[src/rtl/memb_feeder_pkg.sv]
// Shared definitions for the memB feeder: element/array size defaults,
// the feeder state encoding and the drain-length helper.
package memb_feeder_pkg;

   localparam int BITS_AB_DEF = 8;
   localparam int DIM_DEF     = 8;

   typedef enum logic [1:0] {
      ST_IDLE   = 2'd0,
      ST_STREAM = 2'd1,
      ST_DRAIN  = 2'd2,
      ST_DONE   = 2'd3
   } feed_state_e;

   // Zero rows needed after the last real row so the skewed systolic
   // array can flush every partial product out of its diagonal wavefront.
   function automatic int drain_len(input int dim);
      return 2 * dim - 1;
   endfunction

endpackage

[src/rtl/memb_feeder.sv]
// memB feeder: buffers a DIM x DIM signed B matrix written row by row by the
// host, then streams it into the memB skew stage followed by a zero-filled
// drain so the systolic array can empty itself.
module memb_feeder
   import memb_feeder_pkg::*;
#(
   parameter int BITS_AB = BITS_AB_DEF,
   parameter int DIM     = DIM_DEF
) (
   input  logic                      clk,
   input  logic                      rst_n,
   input  logic                      wr_en,
   input  logic [$clog2(DIM)-1:0]    wr_row,
   input  logic [BITS_AB*DIM-1:0]    wr_data,
   input  logic                      start,
   output logic                      busy,
   output logic                      done,
   output logic                      err,
   output logic                      memb_en,
   output logic signed [BITS_AB-1:0] Bout [DIM]
);

   localparam int RW = $clog2(DIM);
   localparam int CW = $clog2(2 * DIM);
   localparam logic [CW-1:0] LAST_ROW   = CW'(DIM - 1);
   localparam logic [CW-1:0] LAST_DRAIN = CW'(drain_len(DIM) - 1);

   feed_state_e stateQ, stateD;
   logic [CW-1:0] cntQ, cntD;
   logic [DIM-1:0] rowValidQ, rowValidD;
   logic errQ, errD;
   logic wrAccept;
   logic signed [BITS_AB-1:0] bufQ [DIM][DIM];

   // State, counter, valid mask and error pulse; the mask and error are
   // the only data-path state that reset must clear.
   always_ff @(posedge clk or negedge rst_n) begin
      if (!rst_n) begin
         stateQ    <= ST_IDLE;
         cntQ      <= '0;
         rowValidQ <= '0;
         errQ      <= 1'b0;
      end else begin
         stateQ    <= stateD;
         cntQ      <= cntD;
         rowValidQ <= rowValidD;
         errQ      <= errD;
      end
   end

   // Next-state logic: host writes only land in IDLE, and start is judged
   // against the mask as it stood before any coincident write.
   always_comb begin
      stateD    = stateQ;
      cntD      = cntQ;
      rowValidD = rowValidQ;
      errD      = 1'b0;
      wrAccept  = 1'b0;
      unique case (stateQ)
         ST_IDLE: begin
            if (wr_en) begin
               wrAccept          = 1'b1;
               rowValidD[wr_row] = 1'b1;
            end
            if (start) begin
               if (&rowValidQ) begin
                  stateD = ST_STREAM;
                  cntD   = '0;
               end else begin
                  errD = 1'b1;
               end
            end
         end
         ST_STREAM: begin
            errD = wr_en;
            if (cntQ == LAST_ROW) begin
               stateD = ST_DRAIN;
               cntD   = '0;
            end else begin
               cntD = cntQ + CW'(1);
            end
         end
         ST_DRAIN: begin
            errD = wr_en;
            if (cntQ == LAST_DRAIN) begin
               stateD = ST_DONE;
               cntD   = '0;
            end else begin
               cntD = cntQ + CW'(1);
            end
         end
         ST_DONE: begin
            errD      = wr_en;
            rowValidD = '0;
            stateD    = ST_IDLE;
            cntD      = '0;
         end
         default: begin
            stateD = ST_IDLE;
            cntD   = '0;
         end
      endcase
   end

   // Matrix storage is deliberately left out of reset; rows are only
   // trusted once their valid bit is set.
   always_ff @(posedge clk) begin
      if (wrAccept) begin
         for (int j = 0; j < DIM; j++) begin
            bufQ[wr_row][j] <= wr_data[j*BITS_AB +: BITS_AB];
         end
      end
   end

   // Output decode: a buffered row while streaming, zeros otherwise.
   always_comb begin
      busy    = (stateQ == ST_STREAM) || (stateQ == ST_DRAIN);
      memb_en = busy;
      done    = (stateQ == ST_DONE);
      err     = errQ;
      for (int j = 0; j < DIM; j++) begin
         Bout[j] = '0;
         if (stateQ == ST_STREAM) begin
            Bout[j] = bufQ[cntQ[RW-1:0]][j];
         end
      end
   end

endmodule

[config.mk]
export PLATFORM = sky130hd
export DESIGN_NAME = memb_feeder
export DESIGN_NICKNAME = d
export VERILOG_FILES = /design/src/rtl/memb_feeder_pkg.sv /design/src/rtl/memb_feeder.sv
export SDC_FILE = /design/constraint.sdc
export NUM_CORES = 1
export LEC_CHECK = 0
export BUFFER_PORTS_ARGS = -buffer_cell sky130_fd_sc_hd__buf_2
export CAP_MARGIN = 20
export CORE_UTILIZATION = 54
export DETAILED_ROUTE_END_ITERATION = 7
export PLACE_DENSITY = 0.74
export SLEW_MARGIN = 20
export SYNTH_ARGS = -nofsm -noshare
export SYNTH_HDL_FRONTEND = slang
export SYNTH_SLANG_ARGS = --single-unit
export TNS_END_PERCENT = 50
[constraint.sdc]
create_clock -name clk -period 5.65 [get_ports clk]
set_input_delay 0.8475 -clock clk [delete_from_list [all_inputs] [get_ports clk]]
set_output_delay 0.8475 -clock clk [all_outputs]
set_load 0.01 [all_outputs]
== Word level (Yosys, flattened, before mapping) ==
Memory sizes are Yosys's and may differ from the RTL's.
Cells that the tools add are included.
W data, S select, Z words.
Cells by class
  mux-type cells: 29
  reductions and logical operators: 9
  bitwise gates (word level): 1
  $add $sub $neg: 1
  magnitude comparators: 2
  eq/ne operators: 10
Operators with widths (count)
  $mux W8: 9
  $mux W4: 4
  $pmux W4 S4: 1
  $pmux W8 S2: 1
  $ne A2 B2 Y1 const B: 5
  $mux W2: 4
  $or A8 B8 Y8: 1
  $pmux W2 S4: 1
  $reduce_and A8 Y1: 1
  $mux W1: 7
  $add A4 B1 Y4 const B: 1
  $eq A2 B2 Y1 const B: 2
  $eq A4 B3 Y1 const B: 1
  $eq A4 B4 Y1 const B: 1
  $lt A3 B4 Y1 const B: 1
  $reduce_and A2 Y1: 2
  $reduce_and A4 Y1: 1
  $demux W1 S3: 1
  $ge A3 B1 Y1 const B: 1
  $reduce_or A3 Y1: 1
  $eq A2 B1 Y1 const B: 1
  $logic_not A2 Y1: 1
  $pmux W1 S2: 1
  $reduce_bool A2 Y1: 1
  other kinds (2): 2
Storage, ports and cells
  memories kept: 1
  output and inout bits: 68
  bits in registers: 15
  memory bits (writable): 512
  input port bits: 71
Memories
  bufQ: words 8, bits a word 64, read ports 1, clocked after Yosys merged registers in 0, write ports 1, line memb_feeder.sv:33  | logic signed [BITS_AB-1:0] bufQ [DIM][DIM];

== Longest topological paths before layout ==
  depth in word-level cells: 7
  mapped depth: 9
  mapped depth without buffers: 6

== Worst setup path after synthesis ==
No wires, ideal clock.
  kind: input -> register
  from: input wr_en
  to: memory bufQ[0][0] (netlist name), enable pin
  library setup time: 0.565 ns
  stages: 3
  arrival time: 5.652 ns
  setup slack: -0.568 ns
  buffers on the path: 1
  cells stage by stage: clkbuf_1 -> nand3b_1 -> nor3_1
On the way
  word-level cells in the longest chain between the ends: 4
RTL lines
  start: declaration: line memb_feeder.sv:12  | input logic wr_en,
  $mux W1: line memb_feeder.sv:61  | if (wr_en) begin
  $mux W1: line memb_feeder.sv:59  | unique case (stateQ)
  $mux W1: line memb_feeder.sv:108  | if (wrAccept) begin
  $mux W1 (implied by the code): line memb_feeder.sv:110  | bufQ[wr_row][j] <= wr_data[j*BITS_AB +: BITS_AB];
  end: declaration: line memb_feeder.sv:33
No other way between the ends.

==> summary.txt <==
run status: complete, no violations
Die ar.: 38700 sq um
Final Cell Area: 23400 sq um
mux cell area share after synthesis: 0.173
Post-Syn Area: 20500 sq um
Worst VDD drop: 0.272 mV
Startpoint Class: register
final setup TNS: 0 ns
IO Port Bufs: 138
layout cell share with drive strength beyond 1: 0.329
largest net degree at the start of global routing: 68
max cap viols: 0
FF-to-FF Start: stateQ[1]$_DFFE_PN0P_
Cells after Synth: 918
area fraction in compound gates after synthesis: 0.00867
Ports: 139
CTS max path bufs: 3
initial antenna violation count: 4
post-synthesis sequential area ratio: 0.768
slew of the pin with the lowest slew margin: 0.929 ns
Hold Fails Final Rpt: 0
number of global-route vias before repair: 9827
met3 GRT Util: 0.0414
CTS tree: built
synth warn: 0
synth top area cells: edfxtp_1 75%, mux4_2 14%, mux2i_1 3.2%
CP Data Required Time: 4.80 ns
# fillers: 2558
pre-CTS setup slack: 2.33 ns
GR Util met1: 0.297
Die Wd: 197 um
drt first pass iters: 5
final period utilization: 0.681
post-synthesis adder-cell area fraction: 0.00427
Setup violations, final: 0
Reg2Reg Depth: 5
Detailed Route Iter0 Violations: 685
routability cong.: 0.733
Placed Area: 21800 sq um
total global routing overflow: 0
Crit path arrival time: 3.00 ns
Slew HR: 0.379
CTS buffer count: 52
Leak Pwr: 7.47 nW
Yosys reg bits: 527
largest area contributor in the netlist: edfxtp_1
Post-Synth XOR/XNOR Area: 0
Vias: 9410
num rows: 70
Hold Path Class: in -> async
DP Wirelength: 21400 um
Synth Area per Inst: 22.3 sq um
skew final: 0.0152 ns
PD cells: 412 nW/um^2
FF-to-FF setup slack: 2.36 ns
largest family of logic cells by synthesized area: multiplexers
Antenna Nets Post-Route: 0
WS Path Type: reg -> out
setup bufs post-CTS: 0
post_cts resized: 0
busiest grt layer: met2
GR Util met2: 0.345
clock latency on the worst-skew pair: 0.57 ns
first-pass GRT wire length: 59800 um
core area: 37000 sq um
DRC: 0
Slew Viols, Final: 0
Vias/cell: 5.78
Synth Net Count: 996
Die Ht: 197 um
gr usage total: 0.212
routed len/inst: 24.3 um
Final Critical Period: 3.85 ns
clock slew at reported path FFs: 0.06 ns
clock sinks: 527
final setup margin: 1.80 ns
Final #Nets: 1163
Worst Setup End Kind: primary output
Synth top area share: 0.750
area delta synth->final: 14.3%
# hold bufs at CTS: 0
Max Fanout on Critical Path: 50
Clk Tree Root Cell: clkbuf_16
Distinct cells, synth: 34
WL final: 39600 um
Initial Util: 0.555
CTS HTree Levels: 2
RSZ-0062 raised after global routing: no
Synth Area in Simple Gates: 0.0291
FMAX: 260 MHz
RR Endpoint: bufQ[5][53]$_DFFE_PP_
[cells by family (layout without fill, tap and decap cells)]
logic type / after synthesis / count (layout)
mux: 194 / 194
flops: 527 / 527
other cells: 0 / 2
simple gates: 102 / 102
buf+inv: 62 / 266
fa+ha+maj: 7 / 7
compound gates: 26 / 26
[report_power, final]
part           internal (W)  switching (W)  leakage (nW)
registers           0.00444       0.000144          4.80
clock network       0.00190        0.00138         0.774
logic              0.000888       0.000905          1.89
total               0.00722        0.00243          7.47
[metal layers]
metal,share of wire,wire length [um],vias to the layer above
li1,-,-,4128
met1,0.43,16900,4947
met2,0.50,19800,259
met3,0.057,2280,70
met4,0.017,655,6
met5,0.0010,41,-
[sequential cells by signal, indices dropped and copies added (netlist names)]
| signal | cells |
|---|---|
| bufQ | 512 |
| rowValidQ | 8 |
| cntQ | 4 |
| stateQ | 2 |
| err | 1 |
[synth_stat cells]
cell / number
a22o_1: 1
a2bb2oi_1: 1
and2_1: 1
and4b_1: 1
buf_1: 3
buf_2: 16
buf_4: 1
buf_6: 11
clkbuf_1: 16
dfrtp_1: 15
edfxtp_1: 512
ha_1: 7
inv_1: 15
mux2_1: 1
mux2i_1: 65
mux4_2: 128
nand2_1: 10
nand2b_1: 2
nand3_1: 4
nand3b_1: 3
nand4_1: 2
nor2_1: 9
nor2b_1: 64
nor3_1: 3
nor3b_1: 1
nor4bb_1: 1
o211ai_1: 1
o21ai_0: 12
o22ai_1: 6
o31a_1: 1
o31ai_1: 1
o31ai_4: 1
o32ai_1: 2
or3b_1: 1
[critical path: stages, from the launching register on]
cell     delay, ns
dfrtp_4       0.88
buf_12        0.43
mux4_2        0.55
mux2i_1       0.28
nor2b_1       0.08
buf_2         0.14
[how the worst max path moves through the flow]
stage                                from                     to
global placement    stateQ[0]$_DFFE_PN0P_  bufQ[5][56]$_DFFE_PP_
global route          cntQ[0]$_DFFE_PN0P_               Bout[53]
floorplan                           wr_en   bufQ[4][0]$_DFFE_PP_
finish                cntQ[0]$_DFFE_PN0P_               Bout[18]
CTS                   cntQ[0]$_DFFE_PN0P_               Bout[18]
detailed placement  stateQ[0]$_DFFE_PN0P_  bufQ[5][52]$_DFFE_PP_
[metrics by stage]
| step | hold slack, ns | util | total power [W] | instances |
|---|---|---|---|---|
| after global placement | 0.535 | 0.590 | 0.00647 | 1535 |
| after CTS | 0.168 | 0.634 | 0.00976 | 1626 |
| final | 0.178 | 0.634 | 0.00965 | 1628 |
| after detailed placement | 0.544 | 0.590 | 0.00650 | 1535 |
| after floorplan | 0.512 | - | 0.00595 | 918 |
| after global routing | 0.190 | 0.634 | 0.0100 | 1626 |
[cell usage in the layout, fill, tap and decap left out, types with 2 or more instances in the layout]
cell type     n
buf_4        19
nor2_4        6
nand4_1       2
bufinv_16     4
diode_2       2
dfrtp_1      12
mux4_2      128
o32ai_1       2
clkbuf_1     13
nor2_1        3
clkinv_1     10
buf_12        3
clkinvlp_4    3
dfrtp_4       3
nand3_1       4
clkbuf_16    53
o22ai_1       6
nand2b_1      2
clkinv_2      5
o21ai_0      12
inv_1        15
ha_1          6
nand3b_1      3
mux2i_1      65
inv_6         2
buf_2       138
edfxtp_1    512
nand2_1      10
nor2b_1      64
[cell type report]
| class | instances | area (sq um) | share of cell area |
|---|---|---|---|
| flip-flops and latches | 527 | 15800 | 0.673 |
| multi-input cells | 329 | 4480 | 0.191 |
| clock buffers | 66 | 1380 | 0.0587 |
| repair buffers | 160 | 893 | 0.0381 |
| well taps | 504 | 631 | 0.0269 |
| clock inverters | 25 | 231 | 0.00988 |
| inverters | 15 | 56.3 | 0.00240 |
| diodes | 2 | 5.00 | 0.000214 |
(Power assumes the default switching activity.)
